### src/rtl/ysyx_23060072_mem_arbiter.sv
// Shares one data-memory port between IFU (read-only) and LSU (read/write).
// Fixed LSU priority by default; define ARB_ROUND_ROBIN_EN for round-robin arbitration.
module ysyx_23060072_mem_arbiter #(
    parameter int ADDR_W  = 32,
    parameter int DATA_W  = 32,
    parameter int TIMEOUT = 255
) (
    input  logic              clk,
    input  logic              rst_n,

    input  logic              ifu_req_valid,
    output logic              ifu_req_ready,
    input  logic [ADDR_W-1:0] ifu_addr,
    output logic              ifu_rsp_valid,
    output logic [DATA_W-1:0] ifu_rdata,
    output logic              ifu_rsp_err,

    input  logic              lsu_req_valid,
    output logic              lsu_req_ready,
    input  logic [ADDR_W-1:0] lsu_addr,
    input  logic              lsu_wen,
    input  logic [DATA_W-1:0] lsu_wdata,
    input  logic [3:0]        lsu_wmask,
    output logic              lsu_rsp_valid,
    output logic [DATA_W-1:0] lsu_rdata,
    output logic              lsu_rsp_err,

    output logic              mem_req_valid,
    input  logic              mem_req_ready,
    output logic [ADDR_W-1:0] mem_addr,
    output logic              mem_wen,
    output logic [DATA_W-1:0] mem_wdata,
    output logic [3:0]        mem_wmask,
    input  logic              mem_rsp_valid,
    input  logic [DATA_W-1:0] mem_rdata,

    output logic              busy
);

    typedef enum logic [1:0] {
        IDLE  = 2'd0,
        ISSUE = 2'd1,
        WAIT  = 2'd2
    } state_t;

    localparam logic        OWN_IFU  = 1'b0;
    localparam logic        OWN_LSU  = 1'b1;
    localparam logic [15:0] CNT_LAST = 16'(TIMEOUT - 1);

    state_t            state, state_nxt;
    logic              owner;
    logic [ADDR_W-1:0] addr_q;
    logic              wen_q;
    logic [DATA_W-1:0] wdata_q;
    logic [3:0]        wmask_q;
    logic [15:0]       cnt;

    logic idle, active, lsu_sel, ifu_acc, lsu_acc, acc;
    logic timeout_hit, rsp_ok, abort;

    assign idle   = (state == IDLE);
    assign active = (state == ISSUE) || (state == WAIT);

`ifdef ARB_ROUND_ROBIN_EN
    logic last_grant;

    // On conflict the requester not granted last time wins.
    assign lsu_sel = lsu_req_valid && (!ifu_req_valid || (last_grant == OWN_IFU));

    always_ff @(posedge clk or negedge rst_n) begin
        if (!rst_n)
            last_grant <= OWN_IFU;
        else if (acc)
            last_grant <= lsu_acc;
    end
`else
    assign lsu_sel = lsu_req_valid;
`endif

    // Readies are gated by rst_n so they read 0 while reset is held.
    assign lsu_req_ready = rst_n && idle && lsu_sel;
    assign ifu_req_ready = rst_n && idle && ifu_req_valid && !lsu_sel;

    assign lsu_acc = lsu_req_valid && lsu_req_ready;
    assign ifu_acc = ifu_req_valid && ifu_req_ready;
    assign acc     = lsu_acc || ifu_acc;

    assign timeout_hit = active && (cnt == CNT_LAST);
    assign rsp_ok      = (state == WAIT) && mem_rsp_valid;
    // A response arriving in the timeout cycle takes precedence over the abort.
    assign abort       = timeout_hit && !rsp_ok;

    always_comb begin
        state_nxt = state;
        case (state)
            IDLE:    if (acc) state_nxt = ISSUE;
            ISSUE: begin
                if (timeout_hit)        state_nxt = IDLE;
                else if (mem_req_ready) state_nxt = WAIT;
            end
            WAIT:    if (mem_rsp_valid || timeout_hit) state_nxt = IDLE;
            default: state_nxt = IDLE;
        endcase
    end

    always_ff @(posedge clk or negedge rst_n) begin
        if (!rst_n)
            state <= IDLE;
        else
            state <= state_nxt;
    end

    always_ff @(posedge clk or negedge rst_n) begin
        if (!rst_n) begin
            owner   <= OWN_IFU;
            addr_q  <= '0;
            wen_q   <= 1'b0;
            wdata_q <= '0;
            wmask_q <= 4'h0;
        end else if (acc) begin
            owner   <= lsu_acc;
            addr_q  <= lsu_acc ? lsu_addr : ifu_addr;
            wen_q   <= lsu_acc && lsu_wen;
            wdata_q <= lsu_acc ? lsu_wdata : '0;
            wmask_q <= lsu_acc ? lsu_wmask : 4'hf;
        end
    end

    always_ff @(posedge clk or negedge rst_n) begin
        if (!rst_n)
            cnt <= '0;
        else if (acc)
            cnt <= '0;
        else if (active)
            cnt <= cnt + 16'd1;
    end

    // Response outputs are registered one-cycle pulses; data is 0 outside the pulse.
    always_ff @(posedge clk or negedge rst_n) begin
        if (!rst_n) begin
            ifu_rsp_valid <= 1'b0;
            ifu_rdata     <= '0;
            ifu_rsp_err   <= 1'b0;
            lsu_rsp_valid <= 1'b0;
            lsu_rdata     <= '0;
            lsu_rsp_err   <= 1'b0;
        end else begin
            ifu_rsp_valid <= (rsp_ok || abort) && (owner == OWN_IFU);
            ifu_rdata     <= (rsp_ok && (owner == OWN_IFU)) ? mem_rdata : '0;
            ifu_rsp_err   <= abort && (owner == OWN_IFU);
            lsu_rsp_valid <= (rsp_ok || abort) && (owner == OWN_LSU);
            lsu_rdata     <= (rsp_ok && (owner == OWN_LSU) && !wen_q) ? mem_rdata : '0;
            lsu_rsp_err   <= abort && (owner == OWN_LSU);
        end
    end

    assign mem_req_valid = (state == ISSUE);
    assign mem_addr      = idle ? '0   : addr_q;
    assign mem_wen       = idle ? 1'b0 : wen_q;
    assign mem_wdata     = idle ? '0   : wdata_q;
    assign mem_wmask     = idle ? 4'h0 : wmask_q;
    assign busy          = !idle;

endmodule

### config.mk
export PLATFORM = sky130hd
export DESIGN_NAME = ysyx_23060072_mem_arbiter
export DESIGN_NICKNAME = d
export VERILOG_FILES = /design/src/rtl/ysyx_23060072_mem_arbiter.sv
export SDC_FILE = /design/constraint.sdc
export NUM_CORES = 1
export LEC_CHECK = 0
export ABC_AREA = 1
export CORE_ASPECT_RATIO = 0.7
export CORE_MARGIN = 2
export CORE_UTILIZATION = 43
export DETAILED_ROUTE_END_ITERATION = 10
export PLACE_DENSITY_LB_ADDON = 0.05
export SLEW_MARGIN = 20
export SYNTH_ARGS = -nofsm -noshare
export SYNTH_HDL_FRONTEND = slang
export SYNTH_SLANG_ARGS = --single-unit
### constraint.sdc
create_clock -name clk -period 1.85 [get_ports clk]
set_clock_uncertainty 0.05 [all_clocks]
set_input_delay 0.2775 -clock clk [delete_from_list [all_inputs] [get_ports clk]]
set_output_delay 0.2775 -clock clk [all_outputs]
set_load 0.02 [all_outputs]
After elaboration in Yosys (flattened, before gate mapping)
Index checks and enable logic that the tools add are counted.
{"block": "totals", "regBits": 156, "latchBits": 0, "mem_bits_rw": 0, "mem_bits_ro": 0, "in_bits": 139, "output_inout_bits": 141, "wordCells": 65, "n_memories": 0}
{"block": "classes", "addsub": 1, "n_mul": 0, "div": 0, "magnitude_cmp": 0, "n_eq_ne": 6, "shift": 0, "muxes": 16, "n_bitwise": 1, "n_reduce_logical": 28}
{"operator": "$mux 32", "n": 6}
{"operator": "$mux 16", "n": 2}
{"operator": "$logic_and 1x1->1", "n": 17}
{"operator": "$add 16x1->16 const B", "n": 1}
{"operator": "$eq 16x8->1 const B", "n": 1}
{"operator": "$mux 2", "n": 4}
{"operator": "$mux 4", "n": 2}
{"operator": "$pmux 2 s3", "n": 1}
{"operator": "$logic_not 1->1", "n": 4}
{"operator": "$logic_or 1x1->1", "n": 4}
{"operator": "$ne 2x1->1 const B", "n": 2}
{"operator": "$ne 3x1->1 const B", "n": 1}
{"operator": "$reduce_and 3->1", "n": 1}
{"operator": "$eq 2x1->1 const B", "n": 1}
{"operator": "$eq 2x2->1 const B", "n": 1}
{"operator": "$logic_not 2->1", "n": 1}
{"operator": "$reduce_bool 2->1", "n": 1}
{"operator": "$mux 1", "n": 1}
{"operator": "$not 1->1", "n": 1}

Logic depth before layout (Yosys ltp)
Gate-level depths: netlist of run 1.
{"block": "depth", "depth_word": 8, "mapped_depth": 11, "depth_no_buf": 11}

Worst setup path before layout of run 1
Ideal clock, no wire load.
{"block": "synth_path", "path_kind": "register -> output", "from": "register state[0]", "to": "output port lsu_req_ready", "arrival_ns": 1.292, "required_ns": 1.522, "setup_slack_ns": 0.231, "stages_incl_launch_ff": 8, "path_buffers": 3, "path_cell_list": "dfrtp_1 -> inv_1 -> ha_1 -> buf_4 -> nand3_2 -> inv_2 -> buf_6 -> buf_2"}
{"block": "synth_between", "elab_chain_cells": 3}
{"item": "start: declaration", "line_no": "50", "source": "state_t state, state_nxt;"}
{"item": "start signal: assignment", "line_no": "110", "source": "state <= state_nxt;"}
{"item": "$logic_not 2->1", "line_no": "61", "source": "assign idle = (state == IDLE);"}
{"item": "$logic_and 1x1->1 (2 in series)", "line_no": "81", "source": "assign lsu_req_ready = rst_n && idle && lsu_sel;"}
{"item": "end: declaration", "line_no": "19", "source": "output logic lsu_req_ready,"}
No other way between the ends.

Worst setup path in the final report of run 1
{"block": "layout_path", "from": "register state[0]", "to": "output port mem_wdata[26]"}
{"block": "layout_between", "elab_chain_cells": 2}
{"item": "$logic_not 2->1", "line_no": "61"}
{"item": "$mux 32", "line_no": "160", "source": "assign mem_wdata = idle ? '0 : wdata_q;"}
{"item": "end: declaration", "line_no": "32", "source": "output logic [DATA_W-1:0] mem_wdata,"}
No other way between the ends.

==> qor.yml, run 1 <==
outcome: "finished, violations left"
failed_checks: "setup timing"
cts_tree: "done"
power.density_mw_per_mm2: 1560
syn_area_mm2: 0.00666
setup_viol: 101
cp_data_arrival_time_ns: 1.70
worst_path_max_delay_cell: "dfrtp_1"
numCtsBuffers: 17
start_util_pct: 43.5
critPathMaxStageDelay_ns: 0.39
synth_edf_count: 0
clock_sinks: 156
cts.path.max_buffers: 2
die_height_um: 108
ys_types: 30
grt_pass1_wl_mm: 30.4
synth_fp_nets: 908
r2r_cells: 10
hold_class: "primary input to flop"
fill_cells: 1168
fin_crit_sh_pct: 109
synthTopCellsByArea: "dfrtp_1 59%, nor2_1 9.0%, inv_1 7.5%, nand2_1 6.1%, a22oi_1 3.6%"
dr.pass1.iters: 5
start_kind: "flop"
max_slew.worst_pin.slew_ns: 0.767
seq_area_frac_synth_pct: 58.6
hold_start: "mem_rdata[20]"
required_ns: 1.52
finish.net_count: 1224
crit_path_max_fanout: 8
final_layout_size_suffix_gt1_share_pct: 21.5
antenna_found_initial: 0
grt_overflow: 0
path_class: "flop to output port"
maxCapViolCount: 0
leakage_nw: 5.51
crit_family: "buffers and inverters"
setup_ws_ns: -0.173
drc: 0
io_buffers: 279
cp_num_buf_inv: 5
hold_depth: 3
clk_latency_ns: 0.42
instances_no_fill: 1292
holdPathEnd: "ifu_rdata[20]$_DFF_PN0_"
synth_top_cell_area_share_pct: 58.6
tns_ns: -8.50
die_area_mm2: 0.0165
path_clk_slew_ns: 0.07
clock.fmax_ghz: 0.494
grt.total_usage_pct: 23.4
ys_top_cells_by_count: "159 x nor2_1, 156 x dfrtp_1, 133 x inv_1"
antennaDiodeCount: 0
ios: 280
vias: 6126
first_global_vias: 5721
yosys_warnings: 0
dpl_cell_area_mm2: 0.00978
drt_iter0_drc: 435
grt_max_degree: 140
r2r_start: "state[0]$_DFFE_PN0P_"
coreArea_mm2: 0.0153
ir_worst_vdd_uv: 1120
placementRows: 38
antenna_left: 0
slew_violations: 0
gp_congestion: 0.884
cts-root-buf: "clkbuf_16"
chipWidth_um: 153
reg2reg_to: "addr_q[15]$_DFFE_PN0N_"
fin_crit_ns: 2.02
rsz0062_at_grt: "yes"
syn_to_final_growth_pct: 68.6
place_ws_ns: -0.158
slew_headroom_pct: 48.8
synthArstFlopShare_pct: 100
synth_area_leader_cell: "dfrtp_1"
ff2ff_setup_slack_ns: -0.10
htreeDepth: 4
synthFlopType: "dfrtp_1"
crit_top_cell: "buf_6"
dp_hpwl_mm: 13.4
synth_area_per_cell_um2: 8.73
syn_inst: 763
hold_viol_final: 0
synth.most_common_cell: "nor2_1"
wl_mm: 21.0
dp.cells: 1229
path_cells: "inv_2 -> ha_4 -> buf_12 -> buf_16 -> buf_6 -> nor2_4 -> buf_6"
final_cell_area_mm2: 0.0112
via_per_inst: 4.74
finalPower_mw: 17.5
wl_per_cell_um: 16.3
endpoint_kind: "output port"
ys_ff_latch: 156
## report_power, final
part	leakage [nW]	switching [mW]	total, mW	internal, mW
clock	0.304	1.63	3.59	1.96
combinational	3.18	5.12	9.39	4.27
sequential	2.02	0.278	4.53	4.25
total	5.51	7.03	17.5	10.5
## registers in the layout (all words and copies together), names as in the netlist
name / cells
addr_q: 32
cnt: 16
ifu_rdata: 32
ifu_rsp_err: 1
ifu_rsp_valid: 1
lsu_rdata: 32
lsu_rsp_err: 1
lsu_rsp_valid: 1
owner: 1
state: 2
wdata_q: 32
wen_q: 1
wmask_q: 4
## area by class of cell
type | instances | area (µm²) | area share [%]
Sequential cell | 156 | 3900 | 34.8
Timing Repair Buffer | 335 | 3570 | 31.8
Multi-Input combinational cell | 434 | 2370 | 21.1
Inverter | 135 | 514 | 4.58
Clock buffer | 17 | 425 | 3.79
Tap cell | 200 | 250 | 2.23
Clock inverter | 15 | 200 | 1.78
## worst max-delay path by stage
stage	endpoint	cells past startpoint	slack, ns	startpoint
6_report	mem_wdata[26]	7	-0.17	state[0]$_DFFE_PN0P_
5_1_grt	lsu_req_ready	6	-0.23	state[0]$_DFFE_PN0P_
4_1_cts	mem_wen	5	-0.20	state[1]$_DFFE_PN0P_
3_5_place_dp	mem_wdata[0]	5	-0.16	state[0]$_DFFE_PN0P_
3_3_place_gp	mem_wdata[0]	5	-0.12	state[0]$_DFFE_PN0P_
2_1_floorplan	lsu_req_ready	7	0.23	state[0]$_DFFE_PN0P_
## logic make-up after synthesis
kind of cell,Yosys count,synth area share [%]
AO/OA/AOI/OAI,120,10.4
XOR/XNOR,1,0.131
adder cells (fa/ha/maj),6,1.13
buffers and inverters,173,10.9
flip-flops,156,58.6
AND/OR/NAND/NOR,307,18.9
## worst reg2reg max path, delay by kind of cell, from the launching register on
kind                       cells  cell delay, ns
buffers and inverters          5            0.67
and+or+nand+nor                2            0.22
DFF                            1            0.39
AOI/OAI and AO/OA              2            0.24
adders and majority gates      1            0.27
## timing repair
| item | in CTS | in global routing |
|---|---|---|
| pin swaps | 8 | 25 |
| endpoints found under the hold margin | 21 | 0 |
| cloned | 4 | 8 |
| resized for setup | 309 | 196 |
| setup buffers | 10 | 9 |
| hold buffers | 1 | 0 |
| setup endpoints to repair | 73 | 147 |
## layer usage
metal	vias to the layer above	GRT usage, %	share of wire [%]	routed length, µm
met5	-	0	0	0
met4	0	6.22	1.4	291
met3	20	6.61	7.7	1620
met2	248	36.5	46	9750
met1	2874	32.5	44	9340
li1	2984	-	-	-
## through the flow
| stage | hold WS (ns) | utilization [%] |
|---|---|---|
| 6_report | 0.341 | 73.4 |
| 5_1_grt | 0.332 | 73.4 |
| 4_1_cts | 0.329 | 68.6 |
| 3_5_place_dp | 0.239 | 63.9 |
| 3_3_place_gp | 0.238 | 63.9 |
| 2_1_floorplan | -0.0681 | - |
## layout by cell type, fill, tap and decap left out, drive strengths merged, types with 8 or more instances in the layout
cell and count:
clkbuf 25, nand3 20, a21oi 45, buf 121, a22oi 32, clkinv 8
inv 141, nor2 162, clkdlybuf4s50 205, o21ai 40, dfrtp 156, nand2 113
(Power assumes the default switching activity.)
==> run 2: changes to the inputs <==
- REMOVE_ABC_BUFFERS: unset -> 1
==> run 2 against run 1 <==
- wire length rose by 0.23%
- the flow still finishes with violations (setup timing)
- total power increased by 3.8%
- cell area increased by 1.3%
- non-clock buffer count down 7
- largest cell class unchanged
- largest power group unchanged
- setup slack gained 0.069 ns
- clock power barely moved
- die area stayed put
- core utilization grew 0.93 points
- flip-flop and latch count is the same
==> qor.yml, run 2 (synthesis gave the netlist of run 1 again) <==
io_buffers: 279
dr.pass1.iters: 5
cts.path.max_buffers: 2
die_area_mm2: 0.0165
reg2reg_to: "addr_q[20]$_DFFE_PN0N_"
r2r_start: "state[0]$_DFFE_PN0P_"
cts_tree: "done"
dpl_cell_area_mm2: 0.00983
antennaDiodeCount: 0
coreArea_mm2: 0.0153
endpoint_kind: "output port"
antenna_found_initial: 0
grt.total_usage_pct: 24.5
fin_crit_ns: 1.95
ios: 280
hold_viol_final: 0
clk_latency_ns: 0.41
grt_max_degree: 104
finish.net_count: 1217
ff2ff_setup_slack_ns: -0.02
maxCapViolCount: 0
setup_viol: 72
wl_mm: 21.1
antenna_left: 0
numCtsBuffers: 17
hold_depth: 3
dp.cells: 1236
cts-root-buf: "clkbuf_16"
chipWidth_um: 153
hold_class: "primary input to flop"
cp_data_arrival_time_ns: 1.63
gp_congestion: 0.830
htreeDepth: 4
tns_ns: -3.17
required_ns: 1.52
r2r_cells: 10
drc: 0
holdPathEnd: "ifu_rdata[24]$_DFF_PN0_"
wl_per_cell_um: 16.4
syn_to_final_growth_pct: 70.7
place_ws_ns: -0.0826
crit_path_max_fanout: 7
finalPower_mw: 18.2
max_slew.worst_pin.slew_ns: 0.552
slew_headroom_pct: 63.2
path_class: "flop to output port"
grt_overflow: 0
hold_start: "mem_rdata[24]"
placementRows: 38
failed_checks: "setup timing"
fin_hold_ws_ns: 0.342
die_height_um: 108
final_cell_area_mm2: 0.0114
start_util_pct: 43.5
path_clk_slew_ns: 0.07
leakage_nw: 5.49
dp_hpwl_mm: 14.1
instances_no_fill: 1285
final_common_cell: "clkdlybuf4s50_1"
outcome: "finished, violations left"
power.density_mw_per_mm2: 1600
rsz0062_at_grt: "yes"
fin_util_pct: 74.3
start_kind: "flop"
vias: 6082
first_global_vias: 5959
mostFrequentLayoutCells: "205 x clkdlybuf4s50_1, 156 x dfrtp_1, 130 x inv_1, 108 x nand2_1, 92 x nor2_1"
grt_pass1_wl_mm: 31.6
fin_crit_sh_pct: 106
clock.fmax_ghz: 0.512
final_layout_size_suffix_gt1_share_pct: 22.9
via_per_inst: 4.73
setup_ws_ns: -0.104
ir_worst_vdd_uv: 1310
clock_sinks: 156
slew_violations: 0
drt_iter0_drc: 493
[run 2: cell count changes in the layout (fill, tap and decap cells not counted), sizes merged]
| cell | change |
|---|---|
| clkbuf | -3 |
| clkinv | -6 |
| inv | +4 |
| buf | -3 |
| bufinv | +1 |
[run 2: critical path, cell delays in order (launching register included)]
cell and delay [ns]:
dfrtp_1 0.37, inv_2 0.06, ha_4 0.19, buf_8 0.15, clkbuf_16 0.17, nor2_2 0.14
buf_6 0.13
[run 2: area by class of cell]
class	count	area (µm²)
inverters	135	514
clock buffers	18	439
clock inverters	14	171
fillers	1108	3940
flip-flops and latches	156	3900
multi-input cells	434	2560
repair buffers	328	3540
well taps	200	250
[run 2: routing by layer]
layer | vias up | routed length (µm) | track usage [%] | part of all wire [%]
met5 | - | 0 | 0 | 0
met4 | 0 | 373 | 7.28 | 1.8
met3 | 28 | 1550 | 7.82 | 7.4
met2 | 193 | 9920 | 39.0 | 47
met1 | 2906 | 9210 | 32.6 | 44
li1 | 2955 | - | - | -
[run 2: worst max-delay path by stage]
stage                              start                   end  slack, ns
finish              state[0]$_DFFE_PN0P_          mem_addr[21]      -0.10
floorplan           state[0]$_DFFE_PN0P_  state[0]$_DFFE_PN0P_      -2.07
global route        state[0]$_DFFE_PN0P_          mem_addr[21]      -0.16
detailed placement  state[0]$_DFFE_PN0P_          mem_addr[23]      -0.08
CTS                 state[1]$_DFFE_PN0P_          mem_addr[23]      -0.08
global placement           ifu_req_valid         ifu_req_ready      -0.07
[run 2: timing repair]
| item | in CTS | in global routing |
|---|---|---|
| gates cloned | 3 | 5 |
| resized for setup | 481 | 101 |
| pin swaps | 11 | 47 |
| setup endpoints to repair | 73 | 101 |
| hold buffers | 1 | 0 |
| setup buffers | 7 | 1 |
| hold endpoints to repair | 156 | 0 |
[run 2: power by group]
group,leakage [nW],switching [mW],total (mW),internal (mW)
clock network,0.304,1.52,3.61,2.09
registers,2.02,0.268,4.52,4.25
logic,3.16,5.46,10.0,4.58
==> run 3: changes to the inputs <==
--- a/config.mk
+++ b/config.mk
@@ -12,2 +12,4 @@
 export DETAILED_ROUTE_END_ITERATION = 10
+export GPL_TIMING_DRIVEN = 0
+export HOLD_SLACK_MARGIN = 0.15
 export PLACE_DENSITY_LB_ADDON = 0.05
==> constraint.sdc (replaced) <==
create_clock -name clk -period 1.85 [get_ports clk]
set_clock_uncertainty 0.05 [all_clocks]
set_input_delay 0.185 -clock clk [delete_from_list [all_inputs] [get_ports clk]]
set_output_delay 0.185 -clock clk [all_outputs]
set_load 0.02 [all_outputs]
==> run 3 against run 2 <==
- the flow finishes with violations (hold timing, setup timing)
- maximum frequency down 2.3%
- die area unchanged
- core utilization up 3.6 points
- count of clock-buffer cells in the layout down 1
- clock power down 3%
- critical endpoint is now addr_q[2]$_DFFE_PN0N_
- global-route usage up 3.0 points
- cell count up 2.0%
- first-iteration DRC count up 47%
- worst hold slack worse by 0.82 ns
- combinational power up 10%
- wire length up 23%
==> qor.yml, run 3 (synthesis gave the netlist of run 1 again) <==
outcome: "finished, violations left"
failed_checks: "hold timing, setup timing"
syn_to_final_growth_pct: 79.1
cts_tree: "done"
cp_data_arrival_time_ns: 2.26
chipWidth_um: 153
cts-root-buf: "clkbuf_16"
start_kind: "flop"
path_cells: "inv_2 -> ha_4 -> buf_16 -> nand3_4 -> buf_12 -> nand2_8 -> buf_12 -> buf_16 -> clkinv_16 -> a21oi_2 -> a22oi_2"
clock.fmax_ghz: 0.500
io_buffers: 279
drc: 0
grt_max_degree: 83
rsz0062_at_grt: "yes"
cts.path.max_buffers: 2
via_per_inst: 5.14
slew_headroom_pct: 70.1
hold_class: "primary input to async pin"
antenna_left: 0
max_slew.worst_pin.slew_ns: 0.449
drt_iter0_drc: 725
fin_hold_ws_ns: -0.478
slew_violations: 0
fin_crit_sh_pct: 108
dp_hpwl_mm: 12.7
leakage_nw: 5.72
required_ns: 2.11
wl_mm: 25.9
clock_sinks: 156
start_util_pct: 43.5
endpoint_kind: "flop"
first_global_vias: 6241
worst_path_max_delay_cell: "dfrtp_1"
coreArea_mm2: 0.0153
grt.total_usage_pct: 27.5
htreeDepth: 4
ir_worst_vdd_uv: 995
placementRows: 38
ff2ff_setup_slack_ns: -0.15
setup_viol: 113
dr.pass1.iters: 7
maxCapViolCount: 0
fill_cells: 964
path_clk_slew_ns: 0.07
finish.net_count: 1242
grt_pass1_wl_mm: 34.7
die_height_um: 108
hold_viol_final: 96
final_common_cell: "clkdlybuf4s50_1"
power.density_mw_per_mm2: 1600
wl_per_cell_um: 19.8
fin_crit_ns: 2.00
path_class: "flop to flop"
critPathMaxStageDelay_ns: 0.40
finalPower_mw: 19.1
gp_congestion: 0.803
antenna_found_initial: 1
setup_ws_ns: -0.151
mostFrequentLayoutCells: "205 x clkdlybuf4s50_1, 156 x dfrtp_1, 130 x inv_1, 115 x nor2_1, 102 x nand2_1"
grt_overflow: 0
crit_path_max_fanout: 5
final_layout_size_suffix_gt1_share_pct: 27.7
die_area_mm2: 0.0165
numCtsBuffers: 17
vias: 6733
ios: 280
clk_latency_ns: 0.41
run 3: cell count changes in the layout (fill, tap and decap cells not counted), sizes merged, moves of 2 or more:
cell	delta
nand2	+2
nand3	+2
buf	+5
clkbuf	-4
clkinv	+7
inv	+12
run 3: path summary, 6_finish.rpt:
path | endpoint | cells past startpoint | start
hold reg to reg | wdata_q[28]$_DFFE_PN0N_ | 2 | wdata_q[28]$_DFFE_PN0N_
min in group clk | ifu_rdata[15]$_DFF_PN0_ | 3 | mem_rdata[15]
max in group asynchronous | wdata_q[17]$_DFFE_PN0N_ | 3 | rst_n
hold / removal | ifu_rdata[21]$_DFF_PN0_ | 1 | rst_n
setup / recovery | addr_q[2]$_DFFE_PN0N_ | 11 | state[0]$_DFFE_PN0P_
setup reg to reg | addr_q[2]$_DFFE_PN0N_ | 11 | state[0]$_DFFE_PN0P_
run 3: area by class of cell:
class                      instances  area, µm²  share of cell area, %
inverter                         135        539                   4.52
sequential                       156       3900                   32.7
timing repair inverter            18        312                   2.61
multi-input combinational        438       2780                   23.3
antenna                            1       2.50                 0.0210
clock inverter                    15        155                   1.30
tap                              200        250                   2.10
clock buffer                      17        425                   3.57
timing repair buffer             331       3570                   29.9
run 3: worst max-delay path: cells and delay by family, from the launching register on:
family | cells | cell delay [ns]
buf+inv | 6 | 0.80
flops | 1 | 0.40
fa+ha+maj | 1 | 0.22
simple gates | 2 | 0.20
compound gates | 2 | 0.20
run 3: timing repair:
action	in CTS	in global routing
setup endpoints to repair	193	189
pin swaps	14	43
buffers inserted	24	21
hold endpoints to repair	96	96
cloned	22	7
gates resized for setup	456	177
run 3: stage by stage:
stage	instance area (µm²)	setup WS, ns	cells	utilization, %	setup TNS [ns]
final	11900	-0.151	1311	77.9	-7.35
after detailed placement	9600	-2.05	1207	62.7	-159.46
after global routing	11900	-0.223	1311	77.9	-11.97
after floorplan	6440	-2.07	725	-	-212.07
after CTS	11000	-0.130	1285	71.6	-5.24
after global placement	9490	-9.53	1204	62.0	-1867.53
run 3: per-layer routing:
metal	vias to the layer above	GRT usage, %	wire [µm]
met1	3286	37.2	10200
met5	-	0	0
met3	64	9.78	2700
li1	3036	-	-
met2	347	42.2	12400
met4	0	7.94	707
run 3: report_power, final:
part	leakage, nW	switching (mW)	total, mW	internal [mW]
logic	3.41	6.20	11.0	4.80
registers	2.02	0.323	4.58	4.25
clock network	0.285	1.59	3.51	1.91
total	5.72	8.12	19.1	11.0
==> edit 1: new RTL, settings of run 1 <==
`ifu_rdata` no longer has a reset.
--- a/src/rtl/ysyx_23060072_mem_arbiter.sv
+++ b/src/rtl/ysyx_23060072_mem_arbiter.sv
@@ -139,19 +139,21 @@
     always_ff @(posedge clk or negedge rst_n) begin
         if (!rst_n) begin
             ifu_rsp_valid <= 1'b0;
-            ifu_rdata     <= '0;
             ifu_rsp_err   <= 1'b0;
             lsu_rsp_valid <= 1'b0;
             lsu_rdata     <= '0;
             lsu_rsp_err   <= 1'b0;
         end else begin
             ifu_rsp_valid <= (rsp_ok || abort) && (owner == OWN_IFU);
-            ifu_rdata     <= (rsp_ok && (owner == OWN_IFU)) ? mem_rdata : '0;
             ifu_rsp_err   <= abort && (owner == OWN_IFU);
             lsu_rsp_valid <= (rsp_ok || abort) && (owner == OWN_LSU);
             lsu_rdata     <= (rsp_ok && (owner == OWN_LSU) && !wen_q) ? mem_rdata : '0;
             lsu_rsp_err   <= abort && (owner == OWN_LSU);
         end
+    end
+
+    always_ff @(posedge clk) begin
+        ifu_rdata <= (rsp_ok && (owner == OWN_IFU)) ? mem_rdata : '0;
     end
 
     assign mem_req_valid = (state == ISSUE);
Check against the original RTL: differs if rst_n is asserted again (counterexample within 4 cycles, from zero or initial values and one cycle with rst_n low); with rst_n held inactive, the same outputs for 10 cycles.
==> edit 1 against run 1 <==
The flow still finishes with violations (setup timing); power decreased by 3.2%; sequential share of layout area shrank 0.49 points; final cell count fell by 0.77%; wire length is 5.2% higher; design area shrank 2.7%; worst setup slack gained 25 ps; synthesized cell count unchanged; global-route usage rose by 1.2 points; area after synthesis fell by 2.4%; sequential cell count is the same; count of clock-buffer cells in the layout grew 1.
==> edit 1: results (changes against run 1) <==
[synth]
yosysSeqAreaShare = 0.576  ; was 0.586
synthTopCellsByCount = 159 x nor2_1, 133 x inv_1, 124 x dfrtp_1  ; was 159 x nor2_1, 156 x dfrtp_1, 133 x inv_1
yosysUniqueCellTypes = 31  ; was 30
synth_area_leaders = dfrtp_1 48%, dfxtp_1 9.8%, nor2_1 9.2%, inv_1 7.7%, nand2_1 6.2%  ; was dfrtp_1 59%, nor2_1 9.0%, inv_1 7.5%, nand2_1 6.1%, a22oi_1 3.6%

[grt]
grt_pass1_wl_mm = 30.3  ; was 30.4 mm
grt_pass1_vias = 5470  ; was 5,721
grt_max_degree = 41  ; was 140

[layout]
drive_gt1_frac = 0.213  ; was 0.215
n_fill_cell = 1126  ; was 1,168

[setup_path]
r2r-end = addr_q[22]  ; was addr_q[15]
reg2reg_slack_ps = -50  ; was -100 ps
critPathArrivalTime_ps = 1670  ; was 1700 ps
cp-endpoint = mem_addr[26]  ; was mem_wdata[26]
crit_fanout = 13  ; was 8
startpoint = state[1]  ; was state[0]
r2r-start = state[1]  ; was state[0]

[placed_design]
place.gp.congestion = 0.841  ; was 0.884
detailed_place_hpwl_mm = 14.4  ; was 13.4 mm

[sta]
fin_ws_ps = -148  ; was -173 ps
finalSetupViolCount = 66  ; was 101

[detailed_routing]
post_drt_wl_per_cell_um = 17.2  ; was 16.3 um
via_per_inst = 4.83  ; was 4.74
initialDrtViolationCount = 349  ; was 435

[power]
intPower_mw = 10.1  ; was 10.5 mW
ir_drop_mv = 0.911  ; was 1.12 mV

[run_status]
violations = setup timing  ; unchanged
status = finished with violations  ; unchanged

[edit 1: timing repair]
item	4_1_cts	5_1_grt
gates resized for setup	338	150
cloned	1	9
pin swaps	0	13
hold endpoints to repair	84	0
endpoints found under the setup margin	77	116
hold buffers	1	0
buffers inserted	1	9
[edit 1: cell type report]
type	instances	area [sq um]	area share
multi-input cells	434	2360	0.216
clock inverters	14	143	0.0131
repair buffers	330	3470	0.318
clock buffers	18	450	0.0412
well taps	195	244	0.0223
inverters	135	517	0.0473
flip-flops and latches	156	3740	0.343
[edit 1: how the worst min path moves through the flow]
stage | start | end | slack, ps | depth (start not counted)
2_1_floorplan | rst_n | addr_q[0] | -70 | 0
3_3_place_gp | rst_n | wdata_q[30] | 280 | 2
3_5_place_dp | rst_n | state[0] | 280 | 2
4_1_cts | mem_rdata[2] | lsu_rdata[2] | 320 | 3
5_1_grt | mem_rdata[5] | lsu_rdata[5] | 340 | 3
6_report | mem_rdata[2] | lsu_rdata[2] | 330 | 3
[edit 1: power by group through the flow]
stage          registers, mW  logic, mW  clock network [mW]
5_1_grt                 4.57       9.53                3.71
4_1_cts                 4.48       7.26                3.55
3_3_place_gp            4.53       7.21                   0
3_5_place_dp            4.55       7.26                   0
6_report                4.49       8.97                3.49
2_1_floorplan           4.60       3.79                   0
[edit 1: cells by family after synthesis]
group / after synthesis / synth area share
and+or+nand+nor: 307 / 0.193
buffers and inverters: 173 / 0.112
AOI/OAI and AO/OA: 120 / 0.106
DFF: 156 / 0.576
xor gates and xnor gates: 1 / 0.00135
adders and majority gates: 6 / 0.0115
[edit 1: through the flow]
| stage | TNS [ps] | hold slack [ps] | utilization | cells | cell area, sq um |
|---|---|---|---|---|---|
| after floorplan | 0 | -68.1 | - | 763 | 6500 |
| after global placement | -4540 | 279 | 0.657 | 1229 | 9680 |
| after detailed placement | -5920 | 282 | 0.657 | 1229 | 9680 |
| after CTS | -4470 | 321 | 0.695 | 1264 | 10200 |
| after global routing | -9870 | 342 | 0.742 | 1282 | 10900 |
| final | -5790 | 334 | 0.742 | 1282 | 10900 |
[edit 1: metal layers]
metal / share of wire / vias to the layer above / global-route usage
met5: 0 / - / 0
met3: 0.076 / 33 / 0.0655
met2: 0.48 / 246 / 0.394
li1: - / 2966 / -
met1: 0.42 / 2941 / 0.324
met4: 0.021 / 0 / 0.0861
[edit 1: worst min-delay path: cells and delay by family]
family                 cells  cell delay (ps)
buffers and inverters      2              460
AND/OR/NAND/NOR            1               40
==> edit 2: new RTL, config.mk and constraints of run 1 <==
Without the edit above. Add a define of `ARB_ROUND_ROBIN_EN`.
--- a/src/rtl/ysyx_23060072_mem_arbiter.sv
+++ b/src/rtl/ysyx_23060072_mem_arbiter.sv
@@ -1,5 +1,7 @@
 // Shares one data-memory port between IFU (read-only) and LSU (read/write).
 // Fixed LSU priority by default; define ARB_ROUND_ROBIN_EN for round-robin arbitration.
+`define ARB_ROUND_ROBIN_EN
+
 module ysyx_23060072_mem_arbiter #(
     parameter int ADDR_W  = 32,
     parameter int DATA_W  = 32,
Behaviour: not the same (a bounded check fails within 4 cycles, from zero or initial values and one cycle with rst_n low).
==> edit 2 against run 1 <==
The run ends with hold timing, setup timing left; worst setup slack got worse by 2.8 ps; power decreased by 8.0%; via count decreased by 4.3%; area after synthesis decreased by 2.4%; wire length decreased by 3.6%; synthesized cell count decreased by 3.7%; critical path type unchanged; largest cell class unchanged; design area decreased by 6.7%; sequential cell count unchanged; critical endpoint is now ifu_req_ready.
==> edit 2: results (changes against run 1) <==
[sta]
tns_ps = -3940  ; was -8500 ps
slew_headroom = 0.458  ; was 0.488
finalSetupViolCount = 40  ; was 101
hold_viol = 19  ; was 0
fin_ws_ps = -176  ; was -173 ps
hold_ws_ps = -41.7  ; was 341 ps

[layout]
clk_share = 0.0596  ; was 0.0557
antennaDiodeCount = 0  ; unchanged
inv_count = 139  ; was 135
final_nets = 1183  ; was 1,224
multi_input_cells = 406  ; was 434
n_fill_cell = 1144  ; was 1,168
post-route-util = 0.712  ; was 0.734
drive_gt1_frac = 0.191  ; was 0.215
multi_input_area_share = 0.200  ; was 0.211
bufAreaShareNonClock = 0.293  ; was 0.318
seqAreaFraction = 0.372  ; was 0.348

[floorplanning]
tap_cells = 195  ; was 200

[synth]
synth_area_leaders = dfrtp_1 60%, nor2_1 9.4%, inv_1 7.9%, nand2_1 4.8%, o22ai_1 3.1%  ; was dfrtp_1 59%, nor2_1 9.0%, inv_1 7.5%, nand2_1 6.1%, a22oi_1 3.6%
syn_avg_cell_area_sq_um = 8.85  ; was 8.73 sq um
yosysUniqueCellTypes = 29  ; was 30
synthTopCellsByCount = 163 x nor2_1, 156 x dfrtp_1, 137 x inv_1  ; was 159 x nor2_1, 156 x dfrtp_1, 133 x inv_1
yosysSeqAreaShare = 0.600  ; was 0.586
synth_xor_xnor_area_share = 0.00269  ; was 0.00131
synth_compound_area_frac = 0.103  ; was 0.104
synthAdderAreaFrac = 0.0115  ; was 0.0113
syn-num-nets = 880  ; was 908

[detailed_routing]
wl_met1_mm = 8.85  ; was 9.34 mm
finalWirelength_mm = 20.2  ; was 21.0 mm
dr_wl_met3_mm = 1.83  ; was 1.62 mm
via_per_inst = 4.71  ; was 4.74
initialDrtViolationCount = 382  ; was 435
vias = 5863  ; was 6,126
wl_met2_mm = 9.23  ; was 9.75 mm

[min_path]
hp-class = in -> async  ; was in -> reg

[grt]
grt_max_degree = 157  ; was 140
grt_pass1_wl_mm = 30.0  ; was 30.4 mm
grt.total_usage = 0.243  ; was 0.234
grtUsageMet2 = 0.374  ; was 0.365
grt_pass1_vias = 5651  ; was 5,721
use_met3 = 0.0864  ; was 0.0661
met1_usage = 0.326  ; was 0.325

[placed_design]
place.gp.congestion = 0.903  ; was 0.884
dp_worst_setup_slack_ps = -132  ; was -158 ps
io_buffers = 279  ; unchanged
detailed_place_hpwl_mm = 13.5  ; was 13.4 mm
placed_area_sq_mm = 0.00963  ; was 0.00978 sq mm

[setup_path]
crit_fanout = 4  ; was 8
cp-endpoint = ifu_req_ready  ; was mem_wdata[26]
r2r-end = addr_q[0]  ; was addr_q[15]
reg2reg_slack_ps = 40  ; was -100 ps

[run_status]
violations = hold timing, setup timing  ; was setup timing
status = finished with violations  ; unchanged

[power]
ir_drop_mv = 1.19  ; was 1.12 mV
power_leakage_nw = 5.23  ; was 5.51 nW

[clocking]
clockBufferDepth = 2  ; unchanged

[edit 2: cell count changes after synthesis, sizes merged, moves of 2 or more]
cell    delta
clkbuf     +4
a22oi     -32
o22ai     +32
inv        +3
nand2     -27
a21oi      -2
nor2       +4
nand3      -2
buf        -8
[edit 2: kinds of logic (layout without fill, tap and decap cells)]
kind of cell    Yosys count  count (layout)
buf+inv                 173             489
xor+xnor                  2               2
flops                   156             156
simple gates            282             282
fa+ha+maj                 6               6
compound gates          116             116
[edit 2: where the power goes]
group / internal (mW) / total (mW) / switching [mW]
registers: 4.29 / 4.56 / 0.273
clock network: 2.18 / 3.69 / 1.51
logic: 3.27 / 7.86 / 4.60
total: 9.73 / 16.1 / 6.38
[edit 2: what timing repair did]
action	4_1_cts	5_1_grt
pin swaps	3	9
hold buffers	0	0
buffers inserted	3	4
setup endpoints to repair	74	155
gates resized for setup	261	150
cloned	1	6
